## src/rtl/framebuffer_scanout.sv

```systemverilog
// Framebuffer scan-out: VGA-style timing with SCALE x SCALE pixel replication,
// a two-stage address/data pipeline and double-buffer swap control at vblank.
module framebuffer_scanout #(
    parameter int unsigned DISPLAY_WIDTH         = 100,
    parameter int unsigned DISPLAY_HEIGHT        = 100,
    parameter int unsigned SCALE                 = 4,
    parameter int unsigned FRAMEBUFFER_DATA_BITS = 16,
    parameter int unsigned FRAMEBUFFER_ADDR_BITS = $clog2(DISPLAY_WIDTH*DISPLAY_HEIGHT),
    parameter int unsigned H_FRONT               = 16,
    parameter int unsigned H_SYNC                = 96,
    parameter int unsigned H_BACK                = 48,
    parameter int unsigned V_FRONT               = 10,
    parameter int unsigned V_SYNC                = 2,
    parameter int unsigned V_BACK                = 33
) (
    input  logic                             clk,
    input  logic                             rst,
    output logic [FRAMEBUFFER_ADDR_BITS-1:0] fb_rd_addr,
    input  logic [FRAMEBUFFER_DATA_BITS-1:0] fb_rd_data,
    output logic                             fb_display_sel,
    input  logic                             frame_done,
    output logic                             frame_start,
    output logic                             hsync,
    output logic                             vsync,
    output logic                             de,
    output logic [15:0]                      rgb,
    output logic [7:0]                       dropped_frames
);
    localparam int unsigned H_VIS    = DISPLAY_WIDTH * SCALE;
    localparam int unsigned H_TOTAL  = H_VIS + H_FRONT + H_SYNC + H_BACK;
    localparam int unsigned V_VIS    = DISPLAY_HEIGHT * SCALE;
    localparam int unsigned V_TOTAL  = V_VIS + V_FRONT + V_SYNC + V_BACK;
    localparam int unsigned HW       = $clog2(H_TOTAL);
    localparam int unsigned VW       = $clog2(V_TOTAL);
    localparam int unsigned SW       = (SCALE > 1) ? $clog2(SCALE) : 1;
    localparam int unsigned AW       = FRAMEBUFFER_ADDR_BITS;
    localparam int unsigned HS_START = H_VIS + H_FRONT;
    localparam int unsigned HS_END   = HS_START + H_SYNC;
    localparam int unsigned VS_START = V_VIS + V_FRONT;
    localparam int unsigned VS_END   = VS_START + V_SYNC;

    logic [HW-1:0] h_q, h_d;
    logic [VW-1:0] v_q, v_d;
    logic [SW-1:0] csub_q, csub_d, lsub_q, lsub_d;
    logic [AW-1:0] col_q, col_d, row_base_q, row_base_d, addr_q, addr_d;
    logic          de1_q, de1_d, hs1_q, hs1_d, vs1_q, vs1_d;
    logic          de_q, de_d, hs_q, hs_d, vs_q, vs_d;
    logic [15:0]   rgb_q, rgb_d;
    logic          sel_q, sel_d, fs_q, fs_d, flag_q, flag_d;
    logic [7:0]    drop_q, drop_d;
    logic          h_wrap, v_wrap, h_vis, v_vis, vblank_start, pending;

    always_comb begin
        h_wrap       = (h_q == HW'(H_TOTAL - 1));
        v_wrap       = (v_q == VW'(V_TOTAL - 1));
        h_vis        = (h_q < HW'(H_VIS));
        v_vis        = (v_q < VW'(V_VIS));
        vblank_start = (h_q == '0) && (v_q == VW'(V_VIS));
        pending      = flag_q | frame_done;

        h_d = h_wrap ? '0 : h_q + HW'(1);
        v_d = v_q;
        if (h_wrap) v_d = v_wrap ? '0 : v_q + VW'(1);

        // Column/row tracked by sub-counters; the row base steps by DISPLAY_WIDTH.
        csub_d = csub_q;
        col_d  = col_q;
        if (h_wrap) begin
            csub_d = '0;
            col_d  = '0;
        end else if (h_vis) begin
            if (csub_q == SW'(SCALE - 1)) begin
                csub_d = '0;
                col_d  = col_q + AW'(1);
            end else begin
                csub_d = csub_q + SW'(1);
            end
        end

        lsub_d     = lsub_q;
        row_base_d = row_base_q;
        if (h_wrap) begin
            if (v_wrap) begin
                lsub_d     = '0;
                row_base_d = '0;
            end else if (v_vis) begin
                if (lsub_q == SW'(SCALE - 1)) begin
                    lsub_d     = '0;
                    row_base_d = row_base_q + AW'(DISPLAY_WIDTH);
                end else begin
                    lsub_d = lsub_q + SW'(1);
                end
            end
        end

        addr_d = (h_vis && v_vis) ? col_q + row_base_q : '0;
        de1_d  = h_vis && v_vis;
        hs1_d  = !((h_q >= HW'(HS_START)) && (h_q < HW'(HS_END)));
        vs1_d  = !((v_q >= VW'(VS_START)) && (v_q < VW'(VS_END)));

        rgb_d = de1_q ? 16'(fb_rd_data) : '0;
        de_d  = de1_q;
        hs_d  = hs1_q;
        vs_d  = vs1_q;

        flag_d = pending;
        sel_d  = sel_q;
        fs_d   = 1'b0;
        drop_d = drop_q;
        if (vblank_start) begin
            if (pending) begin
                sel_d  = ~sel_q;
                fs_d   = 1'b1;
                flag_d = 1'b0;
            end else if (drop_q != 8'hFF) begin
                drop_d = drop_q + 8'd1;
            end
        end
    end

    always_ff @(posedge clk) begin
        if (rst) begin
            h_q        <= '0;
            v_q        <= '0;
            csub_q     <= '0;
            col_q      <= '0;
            lsub_q     <= '0;
            row_base_q <= '0;
            addr_q     <= '0;
            de1_q      <= 1'b0;
            hs1_q      <= 1'b1;
            vs1_q      <= 1'b1;
            de_q       <= 1'b0;
            hs_q       <= 1'b1;
            vs_q       <= 1'b1;
            rgb_q      <= '0;
            sel_q      <= 1'b0;
            fs_q       <= 1'b0;
            flag_q     <= 1'b1;
            drop_q     <= '0;
        end else begin
            h_q        <= h_d;
            v_q        <= v_d;
            csub_q     <= csub_d;
            col_q      <= col_d;
            lsub_q     <= lsub_d;
            row_base_q <= row_base_d;
            addr_q     <= addr_d;
            de1_q      <= de1_d;
            hs1_q      <= hs1_d;
            vs1_q      <= vs1_d;
            de_q       <= de_d;
            hs_q       <= hs_d;
            vs_q       <= vs_d;
            rgb_q      <= rgb_d;
            sel_q      <= sel_d;
            fs_q       <= fs_d;
            flag_q     <= flag_d;
            drop_q     <= drop_d;
        end
    end

    assign fb_rd_addr     = addr_q;
    assign fb_display_sel = sel_q;
    assign frame_start    = fs_q;
    assign hsync          = hs_q;
    assign vsync          = vs_q;
    assign de             = de_q;
    assign rgb            = rgb_q;
    assign dropped_frames = drop_q;
endmodule

```

## config.mk

```make
export PLATFORM = sky130hd
export DESIGN_NAME = framebuffer_scanout
export DESIGN_NICKNAME = d
export VERILOG_FILES = /design/src/rtl/framebuffer_scanout.sv
export SDC_FILE = /design/constraint.sdc
export NUM_CORES = 1
export LEC_CHECK = 0
export BUFFER_PORTS_ARGS = -buffer_cell sky130_fd_sc_hd__buf_2
export CORE_MARGIN = 2
export CORE_UTILIZATION = 51
export CTS_CLUSTER_DIAMETER = 100
export CTS_CLUSTER_SIZE = 14
export DETAILED_ROUTE_END_ITERATION = 6
export GPL_TIMING_DRIVEN = 0
export PLACE_DENSITY = 0.74
export SLEW_MARGIN = 10
export SYNTH_ARGS = -nofsm -noshare
export SYNTH_HDL_FRONTEND = slang
export SYNTH_SLANG_ARGS = --single-unit
```

## constraint.sdc

```tcl
create_clock -name clk -period 2.06 [get_ports clk]
set_input_delay 0.206 -clock clk [delete_from_list [all_inputs] [get_ports clk]]
set_output_delay 0.206 -clock clk [all_outputs]
set_load 0.01 [all_outputs]
```

==> metrics.md <==
| Metric | Value |
|---|---|
| Status | `finished, violations left` |
| Failing checks | `negative setup slack` |
| Die height | `95.92 microns` |
| Routed Antenna Nets | `0` |
| DP HPWL | `6473 microns` |
| Most frequent cells in the layout | `dfxtp_1, nor2_1, buf_2` |
| Max cap viols | `0` |
| DRT iter0 DRCs | `228` |
| Root Buffer | `clkbuf_8` |
| DR DRC count | `0` |
| RSZ-0062 raised after global routing | `true` |
| R2R Path Start | `v_q[0]` |
| Commonest non-fill, non-tap cell in the layout | `dfxtp_1` |
| Worst EP required | `2.35 ns` |
| Min-delay src | `fb_rd_data[15]` |
| Fraction of layout cells with a size suffix above 1 | `0.2411` |
| Fmax achieved | `0.4736 GHz` |
| Post-placement setup slack | `-0.4938 ns` |
| Clock tree sinks | `96` |
| Yosys warns | `0` |
| HP Class | `in2reg` |
| Vias | `3699` |
| VDD IR-drop max | `0.0003338 V` |
| First-pass GRT wire length | `14880 microns` |
| Row count | `33` |
| Die width | `95.92 microns` |
| Clk buf depth | `2` |
| Min Tclk post-route | `2.112 ns` |
| Crit path arrival time | `2.40 ns` |
| Overflow after GRT | `0` |
| Port Buf Inserts | `60` |
| Tot GR Track Use | `0.2036` |
| R2r endpoint | `dropped_frames[5]` |
| Diodes inserted | `0` |
| #FFs+latches synth | `96` |
| Synth Area in Adders | `0.05807` |
| Vias per cell | `5.529` |
| Seq/Total Area, Yosys | `0.4460` |
| Max H-tree Level | `3` |
| Post-synthesis async set-or-reset flop share | `0` |
| Reg2Reg Depth | `8` |
| Pwr per Cell Area | `616.1 nW/um^2` |
| Mux contribution to synthesized area | `0.004646` |
| Largest net degree at the start of global routing | `17` |
| Post-synthesis compound-gate area fraction | `0.1100` |
| I/O pins | `62` |
| Crit Path Class | `reg2reg` |
| Hold Path Depth | `2` |
| Util after Layout | `0.6298` |
| Worst Path Max Fanout | `5` |
| Final Worst Setup Slack | `-0.05166 ns` |
| TritonRoute pass-1 iters | `5` |
| Endpoints failing setup | `2` |
| Die area | `9201 sq um` |
| Hold buffers post-CTS | `0` |
| Primary FF master, synth | `dfxtp_1` |
| Max-slew violations | `0` |
| CTS tree | `built` |
| Drt total wl | `9674 microns` |
| Startpoint class of the critical path | `flip-flop` |
| GPL Wtd Cong | `0.8523` |
| Synthesized area per cell | `8.959 sq um` |
| Slowest-stage cell, CP | `or4_4` |
| Fin area | `5175 sq um` |
| Drt wl/cell | `14.46 microns` |
| Final Skew | `0.01116 ns` |
| Simple-gate share of the synthesized area | `0.2683` |
| Largest family of logic cells by synthesized area | `simple AND/OR/NAND/NOR gates` |
| XOR/XNOR Fraction of Synth Area | `0.08130` |
| Leak | `2.159 nW` |
| WHS Endpoint | `rgb[15]` |
| Worst-path cell chain | `inv_4 > ha_4 > nor4b_4 > nand3_2 > or3_4 > buf_6 > or4_4 > a21oi_2` |
| Initial antenna violation count | `0` |
| Starting Density | `0.5244` |
| Setup crit end kind | `flip-flop` |
| Nets | `598` |
| Slowest stage delay, CP | `0.48 ns` |
| Filler Cells Inserted | `725` |
| Clock transition at path regs | `0.09 ns` |
| Area growth syn-to-layout | `20.09%` |
| Number of global-route vias before repair | `3226` |
| Core area | `8217 sq um` |
| Slew headroom | `0.6175` |
| Area of the mapped netlist | `4309 sq um` |
| Clock Latency Late Sink | `0.36 ns` |
| Placed cell area | `4750 sq um` |
| CTS Buf Count | `9` |
| Post-synth EDFFs | `0` |
| Worst R2R Setup Slack | `-0.05 ns` |
| Synth Instances | `481` |
| Worst-Margin Slew | `0.5737 ns` |
| Syn nets | `520` |
| Synth cell types | `55` |
| Period utilization | `1.025` |
| Final hold vios | `0` |
-- critical path, delay by kind of cell (launching register included) --
kind                       cells  cell delay (ns)
AOI/OAI and AO/OA              1             0.14
adders and majority gates      1             0.13
buffers and inverters          2             0.20
DFF                            1             0.36
and+or+nand+nor                4             1.22
-- registers in the layout, summed over array words and instances (netlist names), 2 cells and up --
signal,cells
col_q,14
csub_q,2
dropped_frames,8
fb_rd_addr,14
h_q,10
lsub_q,2
rgb,16
row_base_q,12
v_q,9
-- synth_stat cells (2+ instances only) --
cell type / number / area, sq um
a21o_1: 3 / 22.52
dfxtp_1: 96 / 1922
xnor2_1: 17 / 148.9
buf_6: 2 / 22.52
nor4_1: 8 / 50.05
or3_1: 8 / 50.05
nor2_1: 66 / 247.7
or2_2: 2 / 12.51
o311a_1: 2 / 20.02
nand3_1: 22 / 110.1
a311oi_1: 2 / 17.52
o31ai_1: 2 / 15.01
inv_1: 13 / 48.80
nor4b_2: 2 / 30.03
nand4b_1: 2 / 17.52
nand2_1: 27 / 101.4
ha_1: 20 / 250.2
a211oi_1: 2 / 15.01
and3_1: 12 / 75.07
o21ai_0: 18 / 90.09
a21oi_1: 28 / 140.1
nor2b_1: 2 / 12.51
o2111ai_1: 2 / 17.52
xor2_1: 23 / 201.4
and2_1: 20 / 125.1
a31oi_1: 3 / 18.77
o21bai_1: 3 / 22.52
nand4_1: 15 / 93.84
clkbuf_1: 15 / 56.30
mux2i_1: 2 / 20.02
nor3_1: 9 / 45.04
and4_1: 5 / 43.79
or4_1: 6 / 45.04
-- kinds of logic after synthesis --
kind of cell	count (synthesis)
fa+ha+maj	20
xor+xnor	40
mux	2
buf+inv	32
compound gates	76
simple gates	215
flops	96
-- power by group --
group	internal, W	total [W]	switching [W]
combinational	0.0000840	0.000177	0.0000926
clock	0.000439	0.00111	0.000672
sequential	0.00188	0.00190	0.0000164
-- cell type report --
cell class	count	area, sq um	share of cell area
multi-input combinational	353	2417	0.4671
inverter	14	57.56	0.01112
sequential	96	1937	0.3743
buffer	15	87.58	0.01692
clock inverter	7	47.55	0.009188
tap	105	131.4	0.02539
timing repair buffer	70	372.9	0.07205
clock buffer	9	123.9	0.02394
-- what timing repair did --
item | in CTS | in global routing
buffers inserted | 8 | 1
gates cloned | 1 | 0
pin swaps | 7 | 6
gates resized for setup | 34 | 25
endpoints found under the hold margin | 0 | 0
endpoints found under the setup margin | 49 | 41
-- per-stage QoR --
stage	total power, W	setup TNS [ns]	cells	hold WS [ns]
global route	0.003308	-0.3639	669	0.04048
global placement	0.002092	-9.175	646	0.4005
CTS	0.003213	-0.03806	669	0.03318
detailed placement	0.002096	-12.21	646	0.4075
floorplan	0.002040	0	481	0.3277
finish	0.003188	-0.09395	669	0.04538
-- layer usage --
metal,global-route usage,part of all wire,vias up
met3,0.03367,0.047,10
met2,0.3456,0.48,102
li1,-,-,1852
met4,0.05952,0.0093,0
met1,0.2663,0.47,1735
met5,0,0,-
-- how the worst max path moves through the flow --
stage | startpoint | endpoint | slack, ns | cells after the start
floorplan | v_q[0] | dropped_frames[5] | 0.01 | 8
global placement | h_q[0] | row_base_q[3] | -0.42 | 9
detailed placement | h_q[0] | lsub_q[1] | -0.49 | 9
CTS | v_q[1] | dropped_frames[5] | -0.03 | 8
global route | v_q[0] | dropped_frames[7] | -0.12 | 8
finish | v_q[0] | dropped_frames[5] | -0.05 | 8
(Power assumes the default switching activity.)
